**config.mk**
```make
export PLATFORM = sky130hd
export DESIGN_NAME = fifo_write_arbiter_flat
export DESIGN_NICKNAME = d
export VERILOG_FILES = /design/src/rtl/fifo_arb_pkg.sv /design/src/rtl/fifo_write_arbiter_if.sv /design/src/rtl/rr_arbiter.sv /design/src/rtl/fifo_write_arbiter.sv /design/src/flat_wrapper.sv
export SDC_FILE = /design/constraint.sdc
export NUM_CORES = 1
export LEC_CHECK = 0
export CAP_MARGIN = 10
export CORE_MARGIN = 1.5
export CORE_UTILIZATION = 39
export DETAILED_ROUTE_END_ITERATION = 12
export GPL_ROUTABILITY_DRIVEN = 0
export PLACE_DENSITY = 0.81
export SLEW_MARGIN = 30
export SYNTH_ARGS = -nofsm -noshare
export SYNTH_HDL_FRONTEND = slang
export SYNTH_SLANG_ARGS = --single-unit
```
**constraint.sdc**
```tcl
create_clock -name clk -period 5.4 [get_ports clk]
set_clock_uncertainty 0.05 [all_clocks]
set_input_delay 1.08 -clock clk [delete_from_list [all_inputs] [get_ports clk]]
set_output_delay 1.08 -clock clk [all_outputs]
set_load 0.1 [all_outputs]
```
**src/rtl/fifo_arb_pkg.sv**
```systemverilog
// Shared width helpers for the credit-based FIFO write arbiter.
package fifo_arb_pkg;

  function automatic int unsigned cred_w(input int unsigned depth);
    return $clog2(depth + 1);
  endfunction

  // Index width for a requester count; never collapses to zero bits.
  function automatic int unsigned idx_w(input int unsigned n);
    return (n > 1) ? $clog2(n) : 1;
  endfunction

endpackage

```
**src/rtl/fifo_write_arbiter_if.sv**
```systemverilog
// Producer handshake plus FIFO write/pop signals seen by the write arbiter.
interface fifo_write_arbiter_if #(
  parameter int unsigned N_REQ = 4,
  parameter type         T     = logic [31:0]
);
  logic [N_REQ-1:0] req_valid;
  T                 req_data [N_REQ];
  logic [N_REQ-1:0] req_ready;
  logic             fifo_write_en;
  T                 fifo_write_data;
  logic             fifo_read_en;
  logic             fifo_empty;
  logic             fifo_full;

  // Environment side: producers, FIFO status and the consumer pop strobe.
  modport master (
    output req_valid, req_data, fifo_read_en, fifo_empty, fifo_full,
    input  req_ready, fifo_write_en, fifo_write_data
  );

  // Arbiter side.
  modport slave (
    input  req_valid, req_data, fifo_read_en, fifo_empty, fifo_full,
    output req_ready, fifo_write_en, fifo_write_data
  );
endinterface

```
**src/rtl/rr_arbiter.sv**
```systemverilog
// Combinational round-robin picker: first set request at or after ptr, wrapping.
module rr_arbiter
  import fifo_arb_pkg::*;
#(
  parameter int unsigned N_REQ = 4
) (
  input  logic [N_REQ-1:0]         req,
  input  logic [idx_w(N_REQ)-1:0]  ptr,
  input  logic                     enable,
  output logic [N_REQ-1:0]         grant,
  output logic [idx_w(N_REQ)-1:0]  grant_idx,
  output logic                     any_grant
);
  localparam int unsigned IdxW = idx_w(N_REQ);

  logic [IdxW-1:0] idx;

  always_comb begin
    grant     = '0;
    grant_idx = '0;
    any_grant = 1'b0;
    idx       = '0;
    for (int unsigned off = 0; off < N_REQ; off++) begin
      idx = IdxW'((32'(ptr) + off) % N_REQ);
      if (enable && !any_grant && req[idx]) begin
        grant[idx] = 1'b1;
        grant_idx  = idx;
        any_grant  = 1'b1;
      end
    end
  end

endmodule

```
**src/rtl/fifo_write_arbiter.sv**
```systemverilog
// Round-robin sharing of one FIFO write port with credit-based backpressure,
// so producer ready never depends combinationally on fifo_full.
module fifo_write_arbiter
  import fifo_arb_pkg::*;
#(
  parameter type         T     = logic [31:0],
  parameter int unsigned N_REQ = 4,
  parameter int unsigned DEPTH = 8
) (
  input  logic                      clk,
  input  logic                      reset,
  input  logic                      flush,
  fifo_write_arbiter_if.slave       bus,
  output logic [cred_w(DEPTH)-1:0]  credits,
  output logic                      overflow_err
);
  localparam int unsigned     IdxW    = idx_w(N_REQ);
  localparam int unsigned     CredW   = cred_w(DEPTH);
  localparam logic [CredW-1:0] CredMax = CredW'(DEPTH);
  localparam logic [IdxW-1:0]  LastIdx = IdxW'(N_REQ - 1);

  logic [CredW-1:0] credits_q, credits_d;
  logic [IdxW-1:0]  rr_ptr_q, rr_ptr_d;
  logic             wr_en_q;
  T                 wr_data_q, wr_data_d;
  logic             overflow_q, overflow_d;

  logic             grant_en;
  logic [N_REQ-1:0] grant;
  logic [IdxW-1:0]  grant_idx;
  logic             any_grant;
  logic             accept;
  logic             pop;

  assign grant_en = (credits_q != '0) & ~flush & ~reset;

  rr_arbiter #(
    .N_REQ (N_REQ)
  ) u_rr_arbiter (
    .req       (bus.req_valid),
    .ptr       (rr_ptr_q),
    .enable    (grant_en),
    .grant     (grant),
    .grant_idx (grant_idx),
    .any_grant (any_grant)
  );

  assign bus.req_ready = grant;
  assign accept        = |(bus.req_valid & grant);
  assign pop           = bus.fifo_read_en & ~bus.fifo_empty;

  always_comb begin
    credits_d = credits_q;
    if (accept && !pop) begin
      credits_d = credits_q - CredW'(1);
    end else if (pop && !accept && credits_q != CredMax) begin
      credits_d = credits_q + CredW'(1);
    end

    rr_ptr_d = rr_ptr_q;
    if (accept) begin
      rr_ptr_d = (grant_idx == LastIdx) ? '0 : grant_idx + IdxW'(1);
    end

    wr_data_d = accept ? bus.req_data[grant_idx] : wr_data_q;

    // A pop with every slot already free means the consumer popped something never written.
    overflow_d = overflow_q | (wr_en_q & bus.fifo_full)
               | (pop & ~accept & ~flush & (credits_q == CredMax));
  end

  always_ff @(posedge clk) begin
    if (reset) begin
      credits_q  <= CredMax;
      rr_ptr_q   <= '0;
      wr_en_q    <= 1'b0;
      wr_data_q  <= '0;
      overflow_q <= 1'b0;
    end else begin
      overflow_q <= overflow_d;
      if (flush) begin
        credits_q <= CredMax;
        rr_ptr_q  <= '0;
        wr_en_q   <= 1'b0;
        wr_data_q <= '0;
      end else begin
        credits_q <= credits_d;
        rr_ptr_q  <= rr_ptr_d;
        wr_en_q   <= accept;
        wr_data_q <= wr_data_d;
      end
    end
  end

  assign bus.fifo_write_en   = wr_en_q;
  assign bus.fifo_write_data = wr_data_q;
  assign credits             = credits_q;
  assign overflow_err        = overflow_q;

endmodule

```
**src/flat_wrapper.sv**
```systemverilog
// flat-port wrapper written by rule: the top's interface ports become plain ports
module fifo_write_arbiter_flat import fifo_arb_pkg::*;
#(
  parameter type         T     = logic [31:0],
  parameter int unsigned N_REQ = 4,
  parameter int unsigned DEPTH = 8
)
  (clk, reset, flush, credits, overflow_err, bus_req_valid, bus_req_data, bus_fifo_read_en, bus_fifo_empty, bus_fifo_full, bus_req_ready, bus_fifo_write_en, bus_fifo_write_data);
  fifo_write_arbiter_if #(.N_REQ(N_REQ), .T(T)) bus_i ();
  input  logic clk;
  input  logic reset;
  input  logic flush;
  output logic [cred_w(DEPTH)-1:0] credits;
  output logic overflow_err;
  input wire logic [$bits(bus_i.req_valid)-1:0] bus_req_valid;
  input wire logic [$bits(bus_i.req_data)-1:0] bus_req_data;
  input wire logic [$bits(bus_i.fifo_read_en)-1:0] bus_fifo_read_en;
  input wire logic [$bits(bus_i.fifo_empty)-1:0] bus_fifo_empty;
  input wire logic [$bits(bus_i.fifo_full)-1:0] bus_fifo_full;
  output wire logic [$bits(bus_i.req_ready)-1:0] bus_req_ready;
  output wire logic [$bits(bus_i.fifo_write_en)-1:0] bus_fifo_write_en;
  output wire logic [$bits(bus_i.fifo_write_data)-1:0] bus_fifo_write_data;
  assign bus_i.req_valid = bus_req_valid;
  assign bus_i.req_data = {>>{bus_req_data}};
  assign bus_i.fifo_read_en = bus_fifo_read_en;
  assign bus_i.fifo_empty = bus_fifo_empty;
  assign bus_i.fifo_full = bus_fifo_full;
  assign bus_req_ready = bus_i.req_ready;
  assign bus_fifo_write_en = bus_i.fifo_write_en;
  assign bus_fifo_write_data = bus_i.fifo_write_data;
  fifo_write_arbiter #(.T(T), .N_REQ(N_REQ), .DEPTH(DEPTH)) u_core (.clk(clk), .reset(reset), .flush(flush), .bus(bus_i), .credits(credits), .overflow_err(overflow_err));
endmodule
```
-- Yosys cells after proc, flatten, opt, wreduce, memory -nomap -nowiden
Index checks and enable logic that the tools add are counted.
Widths: inputs -> output; s select.
- register bits: 40
- input port bits: 138
- word-level logic and storage cells: 97
- add/subtract/negate cells: 6
- magnitude comparators: 9
- equal/unequal tests: 3
- mux-type cells: 33
- bitwise gates (word level): 18
- reduce and logical (&&, ||, !) cells: 23
- operators by type and width (cell ; number):
    $bmux 32 s2 ; 1
    $mux 32 ; 2
    $mux 4 ; 6
    $logic_and 1x1->1 ; 14
    $lt 2x3->1 const B ; 4
    $or 4x4->4 ; 3
    $mux 1 ; 11
    $mux 2 ; 5
    $bmux 1 s2 ; 4
    $demux 1 s2 ; 4
    $ge 2x1->1 const B ; 4
    $and 1x1->1 ; 7
    $logic_not 1->1 ; 5
    $add 2x1->2 const B ; 2
    $add 2x2->2 const B ; 2
    $add 4x1->4 const B ; 1
    $and 4x4->4 ; 1
    $eq 4x4->1 const B ; 1
    $ne 4x4->1 const B ; 1
    $not 1->1 ; 4
    $reduce_bool 4->1 ; 1
    $reduce_or 4->1 ; 1
    $sub 4x1->4 const B ; 1
    $ge 3x3->1 const B ; 1
    5 further kinds ; 6

-- Longest topological paths before layout
Gate-level depths: netlist of run 1.
- depth after elaboration: 24
- gate-level depth with buffers: 15
- mapped depth without buffers: 13

-- Cells and area by module
A second synthesis of run 1 with hierarchy kept.
- cell total of the unflattened synthesis: 305
- area, all modules: 2931.6 sq um
- by module, submodules not included (module ; instances ; cells an instance ; area an instance (sq um)):
    fifo_write_arbiter ; 1 ; 239 ; 2367.3
    rr_arbiter ; 1 ; 66 ; 564.3

-- Worst setup path before layout of run 1
Ideal clock, no wire load.
- path type: input to output
- start point: input bus_req_valid[1]
- end point: output bus_req_ready[2]
- arrival time: 4.383 ns
- data required time: 4.270 ns
- setup slack: -0.113 ns
- cell stages on the path: 6
- buffers on the path: 1
- cell sequence: clkbuf_1 > nand2b_1 > or4b_2 > nand3_1 > a211oi_1 > o21ai_0
- longest elaborated chain between the ends: 16
- ends and longest elaborated chain (element ; line ; RTL):
    from (decl) ; flat_wrapper.sv:15 ; input wire logic [$bits(bus_i.req_valid)-1:0] bus_req_valid;
    $bmux 1 s2 ; rr_arbiter.sv:25 ; if (enable && !any_grant && req[idx]) begin
    $mux 1 (implied by the code) ; rr_arbiter.sv:25 ;
    $logic_and 1x1->1 ; rr_arbiter.sv:25 ;
    $mux 1 ; rr_arbiter.sv:25 ;
    $logic_not 1->1 ; rr_arbiter.sv:25 ;
    $logic_and 1x1->1 (2 in series) ; rr_arbiter.sv:25 ;
    $mux 1 ; rr_arbiter.sv:25 ;
    $logic_not 1->1 ; rr_arbiter.sv:25 ;
    $logic_and 1x1->1 (2 in series) ; rr_arbiter.sv:25 ;
    $mux 1 ; rr_arbiter.sv:25 ;
    $logic_not 1->1 ; rr_arbiter.sv:25 ;
    $logic_and 1x1->1 (2 in series) ; rr_arbiter.sv:25 ;
    $mux 4 (*) ; rr_arbiter.sv:25 ;
    to (decl) ; flat_wrapper.sv:20 ; output wire logic [$bits(bus_i.req_ready)-1:0] bus_req_ready;
Every way passes the cells marked *; elsewhere a longest branch is shown, timed or not. The select of a mux whose other input is x is not followed.

-- Worst setup path in the final report of run 1
- start point: input bus_req_valid[3]
- end point: register u_core.credits_q[3], in the netlist u_core.credits[3]
- longest elaborated chain between the ends: 22
- ends and longest elaborated chain (element ; line ; RTL):
    $bmux 1 s2 ; rr_arbiter.sv:25 ;
    $mux 1 (implied by the code) ; rr_arbiter.sv:25 ;
    $logic_and 1x1->1 ; rr_arbiter.sv:25 ;
    $mux 1 ; rr_arbiter.sv:25 ;
    $logic_not 1->1 ; rr_arbiter.sv:25 ;
    $logic_and 1x1->1 (2 in series) ; rr_arbiter.sv:25 ;
    $mux 1 ; rr_arbiter.sv:25 ;
    $logic_not 1->1 ; rr_arbiter.sv:25 ;
    (+3 left out) ; - ;
    $logic_not 1->1 ; rr_arbiter.sv:25 ;
    $logic_and 1x1->1 (2 in series) ; rr_arbiter.sv:25 ;
    $mux 4 ; rr_arbiter.sv:25 ;
    $and 4x4->4 (*) ; fifo_write_arbiter.sv:49 ; assign accept = |(bus.req_valid & grant);
    $reduce_or 4->1 (*) ; fifo_write_arbiter.sv:49 ;
    $logic_not 1->1 ; fifo_write_arbiter.sv:56 ; end else if (pop && !accept && credits_q != CredMax) begin
    $logic_and 1x1->1 (2 in series) ; fifo_write_arbiter.sv:56 ;
    $reduce_bool 2->1 (no source line) ; - ;
    to (signal assigned) ; fifo_write_arbiter.sv:74 ; credits_q <= CredMax;
    to (signal assigned) ; fifo_write_arbiter.sv:82 ; credits_q <= CredMax;
    to (signal assigned) ; fifo_write_arbiter.sv:87 ; credits_q <= credits_d;
    to (decl) ; fifo_write_arbiter.sv:22 ; logic [CredW-1:0] credits_q, credits_d;
Marks and branches as above.
A chain may end at the register's enable or synchronous reset.

==> run summary, run 1 <==
The number of H-tree branching levels is 2. The most used flip-flop cell after synthesis is sky130_fd_sc_hd__dfxtp_1. The via count of the first global-routing pass came out at 3178. Sequential cells were found to cover 24.8% of the synthesized design area. The post-synthesis instance total came out at 355. The placement row count is 33.

Max-cap violations in this run came to 0. Dividing the final minimum period by the clock period gives 89.0%. After clock tree synthesis, the flow added hold-fix buffers numbering 0. The detailed router placed 3311 vias in this run. When the netlist entered floorplanning its net count stood at 504. Setup violations remaining at the end of the flow were counted as 0.

The switching share of total power is 44.2%. The number of synthesized flops with an enable pin is 0. In this run the clock root is driven by a sky130_fd_sc_hd__clkbuf_8. After detailed placement, the design holds a cell count of 621.

Post-CTS repair changed the size of 0 cells. The final-layout setup total negative slack came out at 0 ns. The clock drives 40 sinks. The total inserted antenna cells is 0.

In this run the worst path has a maximum fanout of 11. The aggregate global routing overflow is 0. The clock period minus worst slack is 4.81 ns. The count of final hold-check violations is 0. The worst-case vdd ir drop is 0.173 mV. The worst setup path is launched from an input pin. Setup repair after global routing left no endpoint under its margin.

Leaving out fill and tap cells, the most frequent cell in the layout is sky130_fd_sc_hd__clkdlybuf4s50_1. The area of the die came out at 8840 µm². The net count of the finished layout came out at 672. The area inside the core boundary is 8130 µm². Summed over all instances, the cell type with the most area after synthesis is sky130_fd_sc_hd__dfxtp_1. TritonCTS built the clock tree. The maximum achievable frequency came out at 208 MHz.

Buffers inserted during clock tree synthesis total 5. The width of the die came out at 94.0 µm. The setup slack of the critical path after layout is 0.592 ns. The area added between synthesis and finish came out at 63.7%.

The share of cells above drive strength 1 came out at 12.4%. The HPWL after detailed placement is 7.95 mm. The final antenna-violating net count is 0. The critical path endpoint category is a register. The cell area after technology mapping came out at 3230 µm².

The number of fillers in the final layout came out at 671. The proportion of power drawn by combinational gates came out at 54.9%. The worst setup path is of the in2reg kind. The number of top-level pins came out at 180. The number of remaining DRC errors is 0. The fraction of power consumed by the clock network came out at 19.9%. The fraction of registers with async set/reset is 0%. Global routing consumed, over all layers together, 21.5% of the routing resources. The worst endpoint required time came out at 5.57 ns. The synthesized design devotes to its leading area cell type 24.8% of total area. At the pin with the least slew margin, the transition time is 1.04 ns. The wire length per cell is 15.9 µm. The count of buffers from port buffering came out at 179. The total power per unit cell area came out at 274 nW/µm². The arrival time at the worst endpoint came out at 4.98 ns. After the flow finishes, the layout carries non-filler instances totaling 628. The pin count of the biggest net entering global routing came out at 70. The design internal power is 0.000808 W. The synthesized design contains 40 register bits.

The number of warnings printed during yosys synthesis came out at 0. The mean number of vias per cell is 5.27. The sequential share of power is 25.2%.

The first global-routing pass estimated 15.1 mm of wire. The number of setup buffers added after CTS came out at 0. The post-CTS clock slew at the launch and capture registers of the worst setup and hold paths is 0.08 ns.

The count of pins over their slew limit came out at 0. The clock latency at the later pin of the worst-skew pair is 0.28 ns. The pre-CTS setup slack came out at 0.314 ns. The flow ran to the end, and the final reports show no timing, DRC or antenna violations.

The first-iteration detailed-routing DRC count came out at 133. Summed over all layers, the routed wires come to 9.97 mm. The initial antenna violation count came to 0.

The top cell types in the final layout, fill and taps aside, are sky130_fd_sc_hd__clkdlybuf4s50_1, sky130_fd_sc_hd__mux2i_1, sky130_fd_sc_hd__dfxtp_1. For this run, the detailed router's first-pass iteration total came to 4. The die outline height came out at 94.0 µm. The static leakage is 2.39 nW. In this run the worst hold path is classified as reg2reg. The maximum number of buffers from clock root to sink came out at 2. The initial core utilization is 39.7%.

Ranked by total cell area, the synthesized netlist is headed by sky130_fd_sc_hd__dfxtp_1, sky130_fd_sc_hd__mux2i_1, sky130_fd_sc_hd__mux2_2. A synthesized cell averages 9.10 µm². In this run the power spent charging and discharging nets is 0.000639 W.

The max-slew headroom at the worst pin came out at 30.3%. The distinct cell type count after synthesis came out at 57.
==> critical path, cell delays in order <==
cell,delay (ns)
sky130_fd_sc_hd__clkdlybuf4s50_1,0.53
sky130_fd_sc_hd__mux4_2,0.63
sky130_fd_sc_hd__and2_1,0.22
sky130_fd_sc_hd__o211a_1,0.25
sky130_fd_sc_hd__or4_4,0.58
sky130_fd_sc_hd__o31ai_4,0.40
sky130_fd_sc_hd__inv_4,0.09
sky130_fd_sc_hd__ha_1,0.29
sky130_fd_sc_hd__a21o_1,0.17
sky130_fd_sc_hd__a21oi_1,0.26
sky130_fd_sc_hd__mux2i_4,0.27
sky130_fd_sc_hd__mux2i_1,0.19
==> logic make-up (layout without fill, tap and decap cells) <==
| family | Yosys count | after routing | synth area share, % |
|---|---|---|---|
| multiplexers | 106 | 106 | 35.7 |
| AND/OR/NAND/NOR | 86 | 86 | 14.7 |
| AO/OA/AOI/OAI | 73 | 73 | 14.3 |
| flip-flops | 40 | 40 | 24.8 |
| buffers and inverters | 37 | 205 | 5.54 |
| adder cells (fa/ha/maj) | 11 | 11 | 4.49 |
| XOR/XNOR | 2 | 2 | 0.542 |
==> state kept, by name, summed over array words and instances, names as in the netlist, named ones only <==
signal,flops
u_core.overflow_err,1
u_core.bus.fifo_write_data,32
u_core.bus.fifo_write_en,1
u_core.credits,4
u_core.rr_ptr_q,1
==> metrics by stage <==
| step | instance area [µm²] | power (W) | hold slack [ns] | utilization, % |
|---|---|---|---|---|
| floorplan | 3230 | 0.000921 | 0.509 | - |
| global placement | 5140 | 0.00115 | 0.392 | 63.3 |
| detailed placement | 5170 | 0.00117 | 0.401 | 63.5 |
| CTS | 5300 | 0.00146 | 0.413 | 65.1 |
| global route | 5290 | 0.00151 | 0.437 | 65.1 |
| finish | 5290 | 0.00145 | 0.409 | 65.1 |
==> layout make-up <==
cell class	count	area (µm²)	area share (%)
flip-flops and latches	40	801	15.1
inverters	9	36.3	0.686
clock buffers	5	68.8	1.30
clock inverters	2	60.1	1.14
repair buffers	189	1920	36.2
well taps	105	131	2.48
multi-input cells	278	2280	43.0
==> power groups by stage <==
stage               combinational (W)  clock (W)  sequential, W
floorplan                    0.000270          0       0.000651
global placement             0.000785          0       0.000369
detailed placement           0.000796          0       0.000372
CTS                          0.000798   0.000292       0.000365
global route                 0.000835   0.000302       0.000370
finish                       0.000795   0.000288       0.000365
==> cells in the mapped netlist (3+ instances only) <==
| master | number |
|---|---|
| sky130_fd_sc_hd__nor2_1 | 6 |
| sky130_fd_sc_hd__a21oi_1 | 9 |
| sky130_fd_sc_hd__nand2b_1 | 6 |
| sky130_fd_sc_hd__nand3_1 | 34 |
| sky130_fd_sc_hd__mux2i_1 | 68 |
| sky130_fd_sc_hd__inv_1 | 7 |
| sky130_fd_sc_hd__mux2_1 | 9 |
| sky130_fd_sc_hd__nand2_1 | 13 |
| sky130_fd_sc_hd__clkbuf_1 | 15 |
| sky130_fd_sc_hd__a211oi_1 | 4 |
| sky130_fd_sc_hd__mux4_2 | 3 |
| sky130_fd_sc_hd__o21ai_1 | 3 |
| sky130_fd_sc_hd__buf_6 | 3 |
| sky130_fd_sc_hd__nor3_1 | 7 |
| sky130_fd_sc_hd__a31oi_1 | 3 |
| sky130_fd_sc_hd__o211a_1 | 4 |
| sky130_fd_sc_hd__mux2_2 | 25 |
| sky130_fd_sc_hd__o21ai_0 | 36 |
| sky130_fd_sc_hd__buf_2 | 9 |
| sky130_fd_sc_hd__dfxtp_1 | 40 |
| sky130_fd_sc_hd__ha_1 | 10 |
==> per-layer routing <==
layer	GRT usage, %	up-vias	routed length (µm)	share of wire (%)
met5	0	-	0	0
met4	4.60	0	150	1.5
met3	4.61	21	587	5.9
met2	40.2	130	5260	53
met1	24.8	1511	3980	40
li1	-	1649	-	-
==> worst paths after layout <==
check / startpoint / endpoint / slack, ns / cells after the start
setup / recovery: bus_req_valid[3] / u_core.credits[3]$_SDFFE_PP1P_ / 0.59 / 12
hold / removal: u_core.bus.fifo_write_data[4]$_SDFFE_PP0P_ / u_core.bus.fifo_write_data[4]$_SDFFE_PP0P_ / 0.41 / 2
setup reg to reg: u_core.rr_ptr_q[1]$_SDFFE_PP0P_ / u_core.credits[3]$_SDFFE_PP1P_ / 0.96 / 13
hold reg to reg: u_core.bus.fifo_write_data[4]$_SDFFE_PP0P_ / u_core.bus.fifo_write_data[4]$_SDFFE_PP0P_ / 0.41 / 2
Power figures use the tool's default switching activity.
==> run 2: changes to the inputs <==
--- a/config.mk
+++ b/config.mk
@@ -7,10 +7,10 @@
 export LEC_CHECK = 0
 export CAP_MARGIN = 10
 export CORE_MARGIN = 1.5
-export CORE_UTILIZATION = 39
+export CORE_UTILIZATION = 40
 export DETAILED_ROUTE_END_ITERATION = 12
 export GPL_ROUTABILITY_DRIVEN = 0
-export PLACE_DENSITY = 0.81
+export PLACE_DENSITY = 0.83
 export SLEW_MARGIN = 30
 export SYNTH_ARGS = -nofsm -noshare
 export SYNTH_HDL_FRONTEND = slang
==> constraint.sdc (replaced) <==
create_clock -name clk -period 6.1 [get_ports clk]
set_clock_uncertainty 0.05 [all_clocks]
set_input_delay 1.22 -clock clk [delete_from_list [all_inputs] [get_ports clk]]
set_output_delay 1.22 -clock clk [all_outputs]
set_load 0.1 [all_outputs]
==> run summary, run 2 (synthesis results as in run 1) <==
The wire length of the first global-routing pass came to 14.6 mm (-2.9%). The number of fillers in the final layout is 630 (-6.1%). The family with the most delay on the worst path is multiplexers. The detailed-routing iteration count for the pre-antenna-repair pass is 6 (+2). The total inserted antenna cells is 0 (unchanged). The post-CTS clock slew at the launch and capture registers of the worst setup and hold paths came out at 0.08 ns (about the same).

The total met2 wirelength after detailed routing was 4.89 mm (-7.0%). The width of the die came out at 92.9 µm (-1.2%). The clock latency at the later pin of the worst-skew pair is 0.28 ns (about the same). The arrival time at the worst endpoint is 5.26 ns (+0.28 ns). The critical path in this run is classified as in2reg. The via count of the first global-routing pass is 3160 (-0.57%).

The max-slew headroom at the worst pin came out at 31.5% (+1.2 points). The worst register-to-register path ends at u_core.credits[3]$_SDFFE_PP1P_. The placement row count is 32 (-3.0%).

The path with the worst hold slack has its endpoint at u_core.bus.fifo_write_data[4]$_SDFFE_PP0P_. The worst min-delay path startpoint is u_core.bus.fifo_write_data[4]$_SDFFE_PP0P_. The depth of the worst register-to-register path is 13 (unchanged). The total global routing track utilization came out at 21.2% (-0.25 points).

The die outline height is 92.9 µm (-1.2%). The flip-flop count of the largest register after layout is 32 (unchanged). The largest stage delay on the critical path was 0.67 ns (+0.04 ns).

The worst-margin pin slew is 1.02 ns (-0.0179 ns). The maximum achievable frequency is 196 MHz. TritonCTS built the clock tree. The number of remaining DRC errors came to 0 (unchanged). The initial antenna violation count came out at 0 (unchanged). The final count of negative-setup-slack endpoints came out at 0 (unchanged).

The number of setup buffers added after CTS came out at 0 (unchanged). The worst endpoint required time is 6.26 ns (+0.69 ns). The signal on the critical path passes through clkdlybuf4s50_1 -> mux4_2 -> and2_1 -> o211a_1 -> or4_4 -> o31ai_4 -> inv_4 -> ha_1 -> a21o_1 -> a21oi_1 -> mux2i_4 -> mux2i_1. The library cell used most frequently in the layout, excluding fill and tap cells, is sky130_fd_sc_hd__clkdlybuf4s50_1. The overall routed net length is 9.62 mm (-3.5%). In the layout the commonest cells are sky130_fd_sc_hd__clkdlybuf4s50_1, sky130_fd_sc_hd__mux2i_1, sky130_fd_sc_hd__dfxtp_1.

The pin count of the biggest net entering global routing came out at 70 (unchanged). The initial core utilization is 41.6% (+1.9 points). CTS placed an instance of sky130_fd_sc_hd__clkbuf_8 at the clock tree root. The wire length per cell is 15.5 µm (-2.4%).

The number of top-level pins came to 180 (unchanged). The number of cells in the design after placement came out at 613 (-1.3%). The met3 routed wirelength came out at 807 µm (+37%). The final-layout setup total negative slack came out at 0 ns (unchanged). The portion of the clock cycle consumed by the worst path in the final layout came out at 83.5%. The via total after detailed routing is 3347 (+1.1%). The cell area reported after detailed placement came out at 5080 µm² (-1.8%). The post-route cell area came out at 5190 µm² (-1.9%). The count of cells along the worst hold path came out at 2 (unchanged).

The run finished with clean final reports. The highest net fanout along the worst path is 13 (+2). The hold buffer count at CTS is 0 (unchanged). The worst-case vdd ir drop came out at 0.148 mV (-14%). Compared with the post-synthesis result, the final layout area differs by 60.6%. The worst-case register-to-register setup slack was 1.20 ns (+0.24 ns).

The area inside the core boundary is 7770 µm² (-4.5%). Setup repair after global routing left no endpoint under its margin. The aggregate global routing overflow came out at 0 (unchanged). The placed wire-length estimate came to 7.55 mm (-4.9%). The worst setup path is launched from an input pin. The share of cells above drive strength 1 came out at 11.6% (-0.87 points). The count of final hold-check violations came out at 0 (unchanged). The post-layout instance count excluding filler cells came out at 621 (-1.1%). The count of buffers from port buffering is 179 (unchanged). The net count of the finished layout came out at 667 (-0.74%). STA classifies the critical path endpoint as a register. The total power per unit cell area is 237 nW/µm² (-13%). The total of cells resized after clock tree synthesis came out at 0 (unchanged).

The largest individual stage delay along the critical path comes from the cell sky130_fd_sc_hd__mux4_2. The CTS sink count is 40 (unchanged). The highest metal layer carrying signal wires in the routed design is met4. The final antenna-violating net count was 0 (unchanged). The TritonCTS buffer count is 5 (unchanged).

The mean number of vias per cell was 5.39 (+2.2%). The area of the die came out at 8630 µm² (-2.4%). The first-iteration detailed-routing DRC count is 116 (-13%). The clock period minus worst slack came out at 5.09 ns. The worst hold path belongs to the class reg2reg. The combined buffer and inverter count along the critical path came out at 2 (unchanged). The count of pins over their slew limit came out at 0 (unchanged). The static leakage is 2.35 nW (-2.1%).

The number of H-tree branching levels came out at 2 (unchanged). The maximum number of buffers from clock root to sink is 2 (unchanged). The met1 wire length is 3.71 mm (-6.8%). The max-capacitance violation count is 0 (unchanged).
-- run 2: changes by cell type in the layout (fill, tap and decap cells not counted) --
cell                              previous run  this run
sky130_fd_sc_hd__buf_6                       0         1
sky130_fd_sc_hd__o21ai_1                     4         3
sky130_fd_sc_hd__bufinv_16                   2         1
sky130_fd_sc_hd__buf_4                       9         7
sky130_fd_sc_hd__clkinvlp_4                  0         1
sky130_fd_sc_hd__buf_12                      4         0
sky130_fd_sc_hd__clkinv_2                    0         1
sky130_fd_sc_hd__clkdlybuf4s50_1           173       174
sky130_fd_sc_hd__o21ai_0                    35        36
sky130_fd_sc_hd__buf_2                       2         1
-- run 2: report_power, final --
| group | switching (W) | internal, W | total, W |
|---|---|---|---|
| registers | 0.0000260 | 0.000298 | 0.000324 |
| clock network | 0.0000924 | 0.000121 | 0.000214 |
| logic | 0.000443 | 0.000249 | 0.000692 |
| total | 0.000561 | 0.000668 | 0.00123 |
-- run 2: final cells by class --
| type | instances | area [µm²] | area share (%) |
|---|---|---|---|
| clock buffers | 5 | 68.8 | 1.33 |
| clock inverters | 3 | 42.5 | 0.819 |
| inverters | 9 | 36.3 | 0.699 |
| multi-input cells | 278 | 2280 | 43.9 |
| flip-flops and latches | 40 | 801 | 15.4 |
| well taps | 102 | 128 | 2.46 |
| repair buffers | 184 | 1840 | 35.4 |
-- run 2: worst max-delay path by stage --
stage / from / to / slack [ns] / depth (start not counted)
2_1_floorplan: bus_req_valid[1] / bus_req_ready[2] / 0.31 / 6
3_3_place_gp: bus_req_valid[0] / u_core.credits[3]$_SDFFE_PP1P_ / 0.89 / 12
3_5_place_dp: bus_req_valid[2] / u_core.credits[3]$_SDFFE_PP1P_ / 0.73 / 12
4_1_cts: bus_req_valid[2] / u_core.credits[3]$_SDFFE_PP1P_ / 1.04 / 12
5_1_grt: bus_req_valid[2] / u_core.credits[3]$_SDFFE_PP1P_ / 0.88 / 12
6_report: bus_req_valid[2] / u_core.credits[3]$_SDFFE_PP1P_ / 1.01 / 12
-- run 2: worst min-delay path: stages (launching register included) --
cell                      delay [ns]
sky130_fd_sc_hd__dfxtp_1        0.31
sky130_fd_sc_hd__nand3_1        0.06
sky130_fd_sc_hd__o21ai_1        0.05
-- run 2: routing by layer --
layer	up-vias	global-route usage [%]
li1	1649	-
met2	144	38.5
met1	1536	22.9
met4	0	7.70
met5	-	0
met3	18	6.65
-- run 2: stage by stage --
step | worst slack, ns | utilization (%) | total power (W) | hold slack, ns
2_1_floorplan | 0.307 | - | 0.000816 | 0.509
3_3_place_gp | 0.887 | 65.1 | 0.00101 | 0.394
3_5_place_dp | 0.728 | 65.4 | 0.00102 | 0.402
4_1_cts | 1.04 | 66.8 | 0.00124 | 0.413
5_1_grt | 0.883 | 66.8 | 0.00128 | 0.438
6_report | 1.01 | 66.8 | 0.00123 | 0.411
